--- config.mk ---
export PLATFORM = sky130hd
export DESIGN_NAME = prio_enc_rr_sched
export DESIGN_NICKNAME = d
export VERILOG_FILES = /design/src/rtl/prio_enc_rr_sched.sv
export SDC_FILE = /design/constraint.sdc
export NUM_CORES = 1
export LEC_CHECK = 0
export CAP_MARGIN = 20
export CORE_ASPECT_RATIO = 0.9
export CORE_MARGIN = 8
export CORE_UTILIZATION = 42
export CTS_BUF_LIST = sky130_fd_sc_hd__clkbuf_4 sky130_fd_sc_hd__clkbuf_8
export DETAILED_ROUTE_END_ITERATION = 8
export PLACE_DENSITY = 0.83
export SLEW_MARGIN = 10
export SYNTH_ARGS = -nofsm -noshare
export SYNTH_HDL_FRONTEND = slang
export SYNTH_SLANG_ARGS = --single-unit
--- constraint.sdc ---
create_clock -name clk -period 3.3 [get_ports clk]
set_input_delay 0.66 -clock clk [delete_from_list [all_inputs] [get_ports clk]]
set_output_delay 0.66 -clock clk [all_outputs]
set_load 0.05 [all_outputs]
--- src/rtl/prio_enc_rr_sched.sv ---
// Round-robin scheduler over four request channels plus an 8-bit priority encoder.
// Latency: one cycle from request to registered result (S/F/out_valid) and ack pulse.
// Backpressure: a held result stays frozen while out_ready=0; acceptance and reload share one edge.
//
// Ports:
//   clk, rst_n      - single rising-edge clock, asynchronous active-low reset
//   I0..I3          - 8-bit request data vectors of channels 0..3
//   req             - per-channel request, bit k for channel k
//   ack             - one-hot, one-cycle grant pulse aligned with the first cycle of a result
//   S               - index of the channel whose result is held
//   F               - index of the highest set bit of the granted vector (bit 7 = code 7)
//   out_valid       - S/F hold a result
//   out_ready       - consumer accepts the held result
//   lock            - keep granting the current S channel while it keeps requesting
//   zero            - (only with PRIO_ENC_ZERO_DETECT_EN) granted vector was all zero
//
// Optional feature macro: PRIO_ENC_ZERO_DETECT_EN adds the registered 'zero' output.
// Without it, an all-zero vector encodes to F=0, indistinguishable from bit 0 set.

module prio_enc_rr_sched #(
  parameter int PTR_INIT = 0
) (
  input  logic       clk,
  input  logic       rst_n,
  input  logic [7:0] I0,
  input  logic [7:0] I1,
  input  logic [7:0] I2,
  input  logic [7:0] I3,
  input  logic [3:0] req,
  output logic [3:0] ack,
  output logic [1:0] S,
  output logic [2:0] F,
  output logic       out_valid,
  input  logic       out_ready,
  input  logic       lock
`ifdef PRIO_ENC_ZERO_DETECT_EN
  ,
  output logic       zero
`endif
);

  localparam logic [1:0] PTR_RST = 2'(PTR_INIT);

  typedef enum logic {
    IDLE = 1'b0,
    HOLD = 1'b1
  } state_t;

  state_t     state_q, state_d;
  logic [1:0] ptr_q, ptr_d;
  logic [1:0] s_d;
  logic [2:0] f_d;
  logic [3:0] ack_d;

  logic       accept;
  logic       load;
  logic       lock_hit;
  logic [1:0] scan_base;
  logic [1:0] win;
  logic [7:0] win_vec;

  // First requesting channel scanning base, base+1, ... with 2-bit wraparound.
  function automatic logic [1:0] rr_pick(input logic [3:0] r, input logic [1:0] base);
    logic [1:0] idx;
    logic       found;
    rr_pick = base;
    found   = 1'b0;
    for (int off = 0; off < 4; off++) begin
      idx = base + 2'(off);
      if (!found && r[idx]) begin
        rr_pick = idx;
        found   = 1'b1;
      end
    end
  endfunction

  // Index of the highest set bit; ascending scan so the last hit (highest) wins.
  function automatic logic [2:0] enc8(input logic [7:0] v);
    enc8 = 3'd0;
    for (int b = 0; b < 8; b++) begin
      if (v[b]) enc8 = 3'(b);
    end
  endfunction

  // An accepted result moves the scan start past the channel just served,
  // in the same edge that picks the next winner.
  assign accept    = (state_q == HOLD) && out_ready;
  assign scan_base = accept ? (S + 2'd1) : ptr_q;
  assign lock_hit  = lock && req[S];
  assign win       = lock_hit ? S : rr_pick(req, scan_base);

  always_comb begin
    win_vec = I0;
    case (win)
      2'd0: win_vec = I0;
      2'd1: win_vec = I1;
      2'd2: win_vec = I2;
      2'd3: win_vec = I3;
      default: win_vec = I0;
    endcase
  end

  // Next-state / next-output logic.
  always_comb begin
    state_d = state_q;
    ptr_d   = ptr_q;
    s_d     = S;
    f_d     = F;
    ack_d   = 4'b0000;
    load    = 1'b0;

    if (accept) ptr_d = S + 2'd1;

    case (state_q)
      IDLE: begin
        if (req != 4'b0000) load = 1'b1;
      end
      HOLD: begin
        if (out_ready) begin
          if (req != 4'b0000) load = 1'b1;
          else                state_d = IDLE;
        end
      end
      default: state_d = IDLE;
    endcase

    if (load) begin
      state_d = HOLD;
      s_d     = win;
      f_d     = enc8(win_vec);
      ack_d   = 4'b0001 << win;
      // A locked grant does not consume a round-robin turn.
      if (lock_hit) ptr_d = ptr_q;
    end
  end

  always_ff @(posedge clk or negedge rst_n) begin
    if (!rst_n) begin
      state_q <= IDLE;
      ptr_q   <= PTR_RST;
      S       <= 2'd0;
      F       <= 3'd0;
      ack     <= 4'b0000;
    end else begin
      state_q <= state_d;
      ptr_q   <= ptr_d;
      S       <= s_d;
      F       <= f_d;
      ack     <= ack_d;
    end
  end

  assign out_valid = (state_q == HOLD);

`ifdef PRIO_ENC_ZERO_DETECT_EN
  // Tracks F timing: only updated on a loading edge.
  always_ff @(posedge clk or negedge rst_n) begin
    if (!rst_n) begin
      zero <= 1'b0;
    end else if (load) begin
      zero <= (win_vec == 8'h00);
    end
  end
`endif

endmodule

==> impl_metrics.csv, run 1 <==
group,metric,value,unit
cts,clkLatencyLatePin,0.26,ns
status,status,"completed",
die,start_util,43.07,%
grt,grt_max_degree,13,
detailed_routing,drtAntennaViolNets,0,
finish,fin_util,65.02,%
die,rows,17,
grt,grt_util_all_layers,13.18,%
logic_synthesis,yosysMostFrequentCell,"mux2i_1",
sta,setup_viol_count_final,0,
detailed_routing,wl_per_cell,14.49,µm
logic_synthesis,synth_common_cells,"mux2i_1 (16), dfrtp_1 (12), nand2_1 (9)",
worst_setup_path,r2r_end,"F[0]$_DFFE_PN0P_",
logic_synthesis,yosys.area.top_type,"dfrtp_1",
power,irDropWorstVdd,0.5694,mV
sta,tns,0,ns
logic_synthesis,yosysSeqAreaShare,29.27,%
sta,timing.fmax,327.9,MHz
placed_design,gp_congestion,0.8651,
logic_synthesis,synthFlopType,"dfrtp_1",
cts,cts_tree,"done",
cts,cts_setup_buffers,0,
sta,finalCritPeriodShare,92.42,%
sta,period_minus_slack,3.050,ns
finish,n_antenna_cell,0,
cts,numClockSinks,12,
cts,clockBufferDepth,2,
logic_synthesis,synth_warnings,0,
grt,grt_pass1_vias,1113,
worst_setup_path,worst_path_max_delay_cell,"clkdlybuf4s50_1",
logic_synthesis,yosys-top-cells-area,"dfrtp_1 (29%), mux2i_1 (16%), a21oi_1 (3.9%)",
cts,ctsResizeCount,0,
logic_synthesis,synth_fp_nets,152,
die,pin_count,50,
finish,fillers,206,
run,drv_cap,0,
cts,htreeDepth,1,
sta,worst_slew_pin_slew,0.5082,ns
sta,slew-limit-headroom,66.01,%
placed_design,placed_area,0.001526,mm²
grt,gr-total-overflow,0,
min_path,hold_start,"F[0]$_DFFE_PN0P_",
detailed_routing,drc,0,
worst_setup_path,cp_max_fo,8,
logic_synthesis,syn_inst,112,
sta,fin_skew,0.003932,ns
worst_setup_path,critPathMaxStageDelay,0.61,ns
placed_design,io_buffers,45,
logic_synthesis,synth_edf_count,0,
cts,cts_hold_buf,0,
logic_synthesis,yosysUniqueCellTypes,37,
worst_setup_path,crit_path_end_kind,"flop",
sta,hold_viol_final,0,
finish,fin_area,0.001549,mm²
power,power_density,802.0,mW/mm²
worst_setup_path,cp-start-kind,"primary input",
detailed_routing,routed_wl,2.767,mm
worst_setup_path,timing.reg2reg.setup_slack,0.69,ns
worst_setup_path,critical_path_arrival,3.24,ns
worst_setup_path,crit_path_end,"F[0]$_DFFE_PN0P_",
worst_setup_path,cpMostUsedCell,"a221o_1",
finish,areaGrowthSynthToFinish,50.98,%
logic_synthesis,async_flop_share,100.0,%
detailed_routing,first_pass_iters,4,
die,core-area,0.002382,mm²
worst_setup_path,required,3.49,ns
worst_setup_path,path_cells,"clkdlybuf4s50_1 -> nand2_4 -> a221o_1 -> a221o_1 -> nand3_4 -> mux2i_1 -> mux2i_1 -> a311o_1 -> a221o_1 -> a21oi_2",
die,dieArea,0.004283,mm²
detailed_routing,vias,1042,
grt,grt_pass1_wl,4.629,mm
placed_design,dp_hpwl,2.357,mm
cts,cts-root-buf,"clkbuf_4",
worst_setup_path,crit_type,"in -> reg",
detailed_routing,initialDrtViolationCount,98,
grt,grt_antenna_before_repair,0,
logic_synthesis,synth_area,0.001026,mm²
die,die_x,68.10,µm
logic_synthesis,syn_area_per_cell,9.161,µm²
die,fp.dieH,62.89,µm
min_path,hold_path.class,"reg -> reg",
sta,rsz0062_at_grt,"false",
finish,nNetsFinal,205,
worst_setup_path,reg2regPathDepth,8,
detailed_routing,vias_per_cell,5.455,
cts,cts-buffers-inserted,3,
sta,maxSlewViolCount,0,
finish,drive_gt1_share,13.50,%
power,power_leakage,0.6777,nW
power,total_power,1.242,mW
cts,clk_pin_slew,0.07,ns
worst_setup_path,timing.rr.start,"S[1]$_DFFE_PN0P_",
logic_synthesis,synth.top_cell.area_share,29.27,%
worst_setup_path,crit_path_start,"out_ready",
logic_synthesis,synth_seq_cells,12,
## where the power goes
group	internal (mW)	total [mW]	switching (mW)	leakage [nW]
logic	0.408	0.898	0.489	0.524
registers	0.201	0.262	0.0604	0.140
clock network	0.0420	0.0829	0.0409	0.0138
## cell usage in the layout (no fill, tap or decap), drive strengths merged, types with 2 or more instances in the layout
cell type      netlist  layout
o21ai                5       5
nor2b                4       4
o221ai               3       3
clkdlybuf4s50        0      45
nand2               10      10
mux2                 4       4
mux2i               16      16
a21oi               10      10
o21a                 4       4
nand3                4       4
nor2                 8       8
and3                 2       2
a221o                3       3
dfrtp               12      12
inv                  8       8
a211oi               2       2
buf                  4       9
clkbuf               2       3
## final cells by class
class                   count  area (µm²)  area share (%)
flip-flops and latches     12       300.3           19.39
clock buffers               3       22.52           1.454
repair buffers             54       518.0           33.44
well taps                  28       35.03           2.262
multi-input cells          86       643.1           41.52
inverters                   8       30.03           1.939
## cell families after synthesis
family	count (synthesis)	share of synthesized area (%)
XOR/XNOR	1	0.8538
flip-flops	12	29.27
AO/OA/AOI/OAI	33	25.12
AND/OR/NAND/NOR	32	16.71
buffers and inverters	14	8.048
multiplexers	20	20.00
## flip-flops by register name (all words and copies together), names as in the netlist
| register | flops |
|---|---|
| S | 2 |
| ptr_q | 2 |
| F | 3 |
| out_valid | 1 |
| ack | 4 |
## worst min-delay path by stage
| stage | to | cells past startpoint |
|---|---|---|
| floorplan | F[0]$_DFFE_PN0P_ | 0 |
| global placement | F[0]$_DFFE_PN0P_ | 2 |
| detailed placement | F[0]$_DFFE_PN0P_ | 2 |
| CTS | F[0]$_DFFE_PN0P_ | 2 |
| global route | F[0]$_DFFE_PN0P_ | 2 |
| finish | F[0]$_DFFE_PN0P_ | 2 |
## worst max-delay path: cells and delay by family
kind / cells / cell delay [ns]
AND/OR/NAND/NOR: 2 / 0.27
multiplexers: 2 / 0.33
AO/OA/AOI/OAI: 5 / 1.39
buffers and inverters: 1 / 0.61
## through the flow
| step | hold slack [ns] | setup slack (ns) | instances |
|---|---|---|---|
| 3_5_place_dp | 0.5278 | -0.01919 | 188 |
| 4_1_cts | 0.5473 | 0.2515 | 191 |
| 2_1_floorplan | 0.3644 | 0.5204 | 112 |
| 5_1_grt | 0.5883 | 0.1139 | 191 |
| 6_report | 0.5497 | 0.2502 | 191 |
| 3_3_place_gp | 0.5259 | 0.02701 | 188 |
## metal layers
metal / routed length (µm) / share of wire, % / track usage, % / up-vias
li1: - / - / - / 514
met1: 1110 / 40 / 14.11 / 482
met2: 1424 / 51 / 22.51 / 42
met3: 194 / 7.0 / 4.301 / 4
met4: 37 / 1.3 / 5.627 / 0
met5: 0 / 0 / 0 / -
(Power assumes the default switching activity.)
==> run 2, diff against run 1 <==
--- a/config.mk
+++ b/config.mk
@@ -8,10 +8,11 @@
 export CAP_MARGIN = 20
 export CORE_ASPECT_RATIO = 0.9
 export CORE_MARGIN = 8
-export CORE_UTILIZATION = 42
+export CORE_UTILIZATION = 40
 export CTS_BUF_LIST = sky130_fd_sc_hd__clkbuf_4 sky130_fd_sc_hd__clkbuf_8
 export DETAILED_ROUTE_END_ITERATION = 8
-export PLACE_DENSITY = 0.83
+export PLACE_DENSITY = 0.79
+export SETUP_SLACK_MARGIN = 0.5
 export SLEW_MARGIN = 10
 export SYNTH_ARGS = -nofsm -noshare
 export SYNTH_HDL_FRONTEND = slang
==> run 2 against run 1 <==
Effect of this change: final cell count increased by 4.2%; final area increased by 6.0%; wire length increased by 11%; clock power increased by 44%; die area increased by 3.8%; global-route usage increased by 0.89 points; first-iteration DRC count decreased by 15%; flip-flop and latch count unchanged; power increased by 12%; maximum frequency increased by 12%; setup slack improved by 0.32 ns.
==> impl_metrics.csv, run 2 (synthesis results as in run 1) <==
group,metric,value,unit
power,total_power,1.389,mW
finish,multi_input_area,673.1,µm²
placed_design,dp_hpwl,2.463,mm
run,drv_cap,0,
min_path,hold_depth,2,
finish,drive_gt1_share,22.22,%
worst_setup_path,critical_path_arrival,2.94,ns
detailed_routing,dr.max_layer_used,"met4",
worst_setup_path,worst_path_max_delay_cell,"clkdlybuf4s50_1",
finish,n_antenna_cell,0,
die,fp.dieH,64.05,µm
worst_setup_path,reg2regPathDepth,9,
cts,clockBufferDepth,2,
worst_setup_path,crit_type,"in -> reg",
finish,fillers,195,
worst_setup_path,crit_path_end_kind,"flop",
cts,numClockSinks,12,
finish,mostFrequentLayoutCell,"clkdlybuf4s50_1",
cts,cts_tree,"done",
cts,htreeDepth,1,
finish,reg_top3,"ack x4, F x3",
cts,cts-root-buf,"clkbuf_4",
sta,tns,0,ns
detailed_routing,wl_per_cell,15.48,µm
die,die_x,69.39,µm
finish,largest_register,"ack",
worst_setup_path,critPathMaxStageDelay,0.52,ns
worst_setup_path,cp-start-kind,"primary input",
cts,clk_pin_slew,0.07,ns
status,status,"completed",
detailed_routing,wl_met3,258,µm
sta,slew-limit-headroom,47.99,%
finish,stdcell_count,199,
detailed_routing,wl_met2,1.576,mm
sta,maxSlewViolCount,0,
die,core-area,0.002446,mm²
sta,finalCritPeriodShare,82.68,%
detailed_routing,vias,1111,
detailed_routing,drc,0,
cts,cts-buffers-inserted,3,
die,start_util,41.94,%
worst_setup_path,cp_num_buf_inv,3,
sta,rsz0062_at_grt,"false",
die,pin_count,50,
sta,worst_slew_pin_slew,0.7802,ns
placed_design,placed_area,0.001562,mm²
cts,clkLatencyLatePin,0.28,ns
finish,register_area,301.5,µm²
grt,grt_pass1_wl,5.299,mm
finish,layout_common_cells,"clkdlybuf4s50_1 (40), mux2i_1 (15), buf_4 (14)",
worst_setup_path,required,3.51,ns
sta,setup_viol_count_final,0,
grt,grt_pass1_vias,1186,
finish,areaGrowthSynthToFinish,60.00,%
power,irDropWorstVdd,0.6012,mV
sta,timing.fmax,366.5,MHz
grt,grt_antenna_before_repair,0,
die,rows,17,
finish,nNetsFinal,212,
placed_design,place_inst,191,
detailed_routing,vias_per_cell,5.583,
min_path,hold_path.class,"reg -> reg",
grt,gr-total-overflow,0,
finish,largest_reg_flops,4,
sta,fin_skew,0.001378,ns
worst_setup_path,path_cells,"clkdlybuf4s50_1 -> nand2_1 -> o21ai_1 -> a221o_1 -> nand3_2 -> buf_4 -> inv_1 -> nand2_1 -> a311o_1 -> a221o_1 -> a21oi_2",
worst_setup_path,cp_max_fo,4,
placed_design,io_buffers,45,
power,power_density,846.1,mW/mm²
finish,fin_area,0.001642,mm²
power,power_leakage,0.7370,nW
grt,grt_max_degree,13,
sta,whs,0.5572,ns
detailed_routing,first_pass_iters,4,
worst_setup_path,critical_path_depth,11,
die,dieArea,0.004444,mm²
sta,period_minus_slack,2.728,ns
sta,hold_viol_final,0,
detailed_routing,m1WireLength,1.205,mm
detailed_routing,drtAntennaViolNets,0,
worst_setup_path,cpLargestDelayFamily,"compound AO/OA/AOI/OAI gates",
detailed_routing,routed_wl,3.081,mm
grt,grt_util_all_layers,14.07,%
detailed_routing,initialDrtViolationCount,83,
placed_design,gp_congestion,0.8694,
==> run 2: path summary, 6_finish.rpt <==
kind | start | endpoint | slack [ns]
setup / recovery | lock | F[0]$_DFFE_PN0P_ | 0.57
setup reg to reg | out_valid$_DFF_PN0_ | F[0]$_DFFE_PN0P_ | 0.70
min in group asynchronous | rst_n | F[1]$_DFFE_PN0P_ | 0.72
hold reg to reg | F[1]$_DFFE_PN0P_ | F[1]$_DFFE_PN0P_ | 0.56
hold / removal | F[1]$_DFFE_PN0P_ | F[1]$_DFFE_PN0P_ | 0.56
max in group asynchronous | rst_n | S[1]$_DFFE_PN0P_ | 2.20
==> run 2: stage by stage <==
step | worst slack, ns | utilization [%]
6_report | 0.5716 | 67.11
5_1_grt | 0.4352 | 67.11
4_1_cts | 0.5137 | 66.65
3_5_place_dp | -0.03578 | 63.84
3_3_place_gp | -0.007642 | 63.84
2_1_floorplan | 0.5204 | -
==> run 2: power by group <==
| part | total [mW] | switching, mW | internal [mW] | leakage (nW) |
|---|---|---|---|---|
| registers | 0.267 | 0.0643 | 0.203 | 0.139 |
| logic | 1.00 | 0.526 | 0.477 | 0.577 |
| clock network | 0.119 | 0.0514 | 0.0672 | 0.0210 |
| total | 1.39 | 0.642 | 0.747 | 0.737 |
==> run 2: repair_timing <==
item,4_1_cts,5_1_grt
gates resized for setup,7,11
endpoints found under the setup margin,3,3
buffers inserted,3,0
hold buffers,0,0
endpoints found under the hold margin,0,0
pin swaps,2,7
gates cloned,1,0
==> run 2: final cells by class <==
type / count / share of cell area (%)
well taps: 28 / 2.134
repair buffers: 60 / 34.45
clock buffers: 4 / 2.210
multi-input cells: 87 / 41.01
inverters: 8 / 1.829
flip-flops and latches: 12 / 18.37
==> run 2: routing by layer <==
metal  global-route usage, %  vias up
met3                   5.556        7
met5                       0        -
met1                   14.96      534
met2                   24.86       41
met4                   4.859        0
li1                        -      529
==> run 2: tightest hold or removal path, cell delays in order, from the launching register on <==
cell	delay, ns
dfrtp_1	0.36
nor2_1	0.05
a21oi_1	0.11
==> run 3, diff against run 2 <==
--- a/config.mk
+++ b/config.mk
@@ -8,7 +8,7 @@
 export CAP_MARGIN = 20
 export CORE_ASPECT_RATIO = 0.9
 export CORE_MARGIN = 8
-export CORE_UTILIZATION = 40
+export CORE_UTILIZATION = 38
 export CTS_BUF_LIST = sky130_fd_sc_hd__clkbuf_4 sky130_fd_sc_hd__clkbuf_8
 export DETAILED_ROUTE_END_ITERATION = 8
 export PLACE_DENSITY = 0.79
==> constraint.sdc (replaced) <==
create_clock -name clk -period 2.5 [get_ports clk]
set_input_delay 0.5 -clock clk [delete_from_list [all_inputs] [get_ports clk]]
set_output_delay 0.5 -clock clk [all_outputs]
set_load 0.05 [all_outputs]
==> run 3 against run 2 <==
Effect of this change: first-iteration DRC count decreased by 12%; global-route usage is 0.25 points higher; setup slack lost 0.53 ns; largest cell class unchanged; register-to-register slack lost 0.66 ns; via count fell by 1.1%; core utilization is 0.49 points lower; critical endpoint unchanged; largest power group unchanged; die area grew 4.0%.
==> impl_metrics.csv, run 3 (synthesis results as in run 1) <==
group,metric,value,unit
cts,numClockSinks,12,
finish,reg_top3,"ack x4, F x3",
status,status,"completed",
worst_setup_path,cpMostUsedCell,"a21oi_2",
finish,drive_gt1_share,30.94,%
finish,mostFrequentLayoutCell,"clkdlybuf4s50_1",
placed_design,gp_congestion,0.8786,
worst_setup_path,required,2.71,ns
placed_design,io_buffers,45,
die,dieArea,0.004621,mm²
sta,finalCritPeriodShare,98.31,%
min_path,hold_path.class,"reg -> reg",
cts,cts-root-buf,"clkbuf_4",
sta,timing.fmax,406.9,MHz
detailed_routing,drtAntennaViolNets,0,
worst_setup_path,cp_num_buf_inv,1,
power,clockPowerShare,7.6,%
detailed_routing,wl_per_cell,15.50,µm
power,power_leakage,0.8003,nW
power,power_switching,893.4,µW
worst_setup_path,cp-start-kind,"flop",
finish,multi_input_area,690.7,µm²
finish,largest_register,"ack",
power,p_seq_share,17.3,%
worst_setup_path,crit_path_start,"S[1]$_DFFE_PN0P_",
finish,layout_common_cells,"clkdlybuf4s50_1 (35), buf_4 (21), mux2i_1 (13)",
worst_setup_path,timing.reg2reg.setup_slack,0.04,ns
grt,grt_pass1_wl,5.395,mm
die,pin_count,50,
finish,largest_reg_flops,4,
sta,setup_viol_count_final,0,
die,fp.dieH,65.30,µm
detailed_routing,initialDrtViolationCount,73,
cts,cts-buffers-inserted,3,
cts,htreeDepth,1,
placed_design,dp_hpwl,2.564,mm
grt,gr-total-overflow,0,
cts,clockBufferDepth,2,
sta,maxSlewViolCount,0,
worst_setup_path,crit_type,"reg -> reg",
power,p_comb_share,75.1,%
placed_design,place_inst,200,
detailed_routing,routed_wl,3.271,mm
worst_setup_path,path_cells,"xnor2_2 -> o211ai_1 -> a32o_2 -> a21oi_2 -> o31ai_4 -> buf_12 -> mux2i_2 -> nor2_1 -> a221o_1 -> a21oi_2",
detailed_routing,vias,1099,
finish,n_antenna_cell,0,
sta,period_minus_slack,2.458,ns
grt,grt_antenna_before_repair,0,
power,power.share.switching,44.75,%
die,core-area,0.002658,mm²
placed_design,preCtsSetupSlack,-0.6152,ns
worst_setup_path,timing.rr.start,"S[1]$_DFFE_PN0P_",
worst_setup_path,critPathMaxStageDelay,0.48,ns
finish,areaGrowthSynthToFinish,72.56,%
run,drv_cap,0,
worst_setup_path,worst_path_max_delay_cell,"dfrtp_2",
cts,clkLatencyLatePin,0.27,ns
finish,register_area,304.0,µm²
detailed_routing,first_pass_iters,4,
die,die_x,70.77,µm
finish,stdcell_count,211,
power,internal_power,1.103,mW
grt,grt_max_degree,13,
die,rows,18,
cts,cts_tree,"done",
finish,fillers,229,
grt,grt_pass1_vias,1209,
detailed_routing,drc,0,
finish,nNetsFinal,222,
cts,cts_hold_buf,0,
power,irDropWorstVdd,0.8854,mV
grt,grt_util_all_layers,14.31,%
sta,hold_viol_final,0,
cts,clk_pin_slew,0.07,ns
sta,setup_slack,0.04215,ns
sta,worst_slew_pin_slew,0.5235,ns
die,start_util,38.61,%
finish,fin_util,66.62,%
worst_setup_path,critical_path_arrival,2.67,ns
sta,rsz0062_at_grt,"true",
worst_setup_path,cp_max_fo,7,
sta,slew-limit-headroom,64.99,%
worst_setup_path,cpLargestDelayFamily,"compound AO/OA/AOI/OAI gates",
detailed_routing,vias_per_cell,5.209,
sta,fin_skew,0.003050,ns
power,power_density,1128,mW/mm²
worst_setup_path,crit_path_end_kind,"flop",
min_path,hold_start,"F[1]$_DFFE_PN0P_",
run 3: changes by cell type in the layout (fill, tap and decap cells not counted), sizes merged, moves of 2 or more:
| cell | previous run | this run |
|---|---|---|
| buf | 16 | 27 |
| clkdlybuf4s50 | 40 | 35 |
| clkdlybuf4s15 | 0 | 2 |
| dlygate4sd2 | 2 | 5 |
run 3: layer usage:
layer	GRT usage, %	up-vias	routed length (µm)	share of wire (%)
li1	-	549	-	-
met1	15.66	494	1380	42
met2	25.78	49	1608	49
met3	5.319	7	242	7.4
met4	3.368	0	40	1.2
met5	0	-	0	0
run 3: repair_timing:
action                                  CTS  global route
endpoints found under the setup margin   12             9
setup buffers                             7             0
resized for setup                        28             6
pin swaps                                 8             4
run 3: layout make-up:
class                   count  area share, %
inverters                   8          1.696
clock buffers               4          2.049
repair buffers             71          37.95
well taps                  30          2.120
multi-input cells          86          39.01
flip-flops and latches     12          17.17
run 3: path summary, 6_finish.rpt:
kind | endpoint | cells past startpoint
min in group asynchronous | ptr_q[1]$_DFFE_PN0P_ | 1
min | F[1]$_DFFE_PN0P_ | 2
max in group asynchronous | out_valid$_DFF_PN0_ | 1
max | F[0]$_DFFE_PN0P_ | 10
max reg2reg | F[0]$_DFFE_PN0P_ | 10
min reg2reg | F[1]$_DFFE_PN0P_ | 2
run 3: metrics by stage:
step                TNS [ns]  cell area, µm²  power (mW)  hold WS (ns)
finish                     0            1770       1.996        0.5562
global route        -0.06543            1770       2.122        0.5921
detailed placement    -2.237            1625       1.673        0.5339
floorplan           -0.04177            1054       1.250        0.2044
global placement      -1.784            1625       1.643        0.5341
CTS                        0            1753       1.976        0.5740
run 3: worst reg2reg max path: stages (launching register included):
cell	delay (ns)
dfrtp_2	0.48
xnor2_2	0.17
o211ai_1	0.22
a32o_2	0.18
a21oi_2	0.08
o31ai_4	0.28
buf_12	0.16
mux2i_2	0.27
nor2_1	0.10
a221o_1	0.34
a21oi_2	0.13
run 3: power by group through the flow:
stage / clock network [mW] / registers (mW) / logic, mW
final: 0.152 / 0.346 / 1.50
after global routing: 0.168 / 0.355 / 1.60
after CTS: 0.157 / 0.345 / 1.47
after detailed placement: 0 / 0.353 / 1.32
after global placement: 0 / 0.348 / 1.29
after floorplan: 0 / 0.518 / 0.732
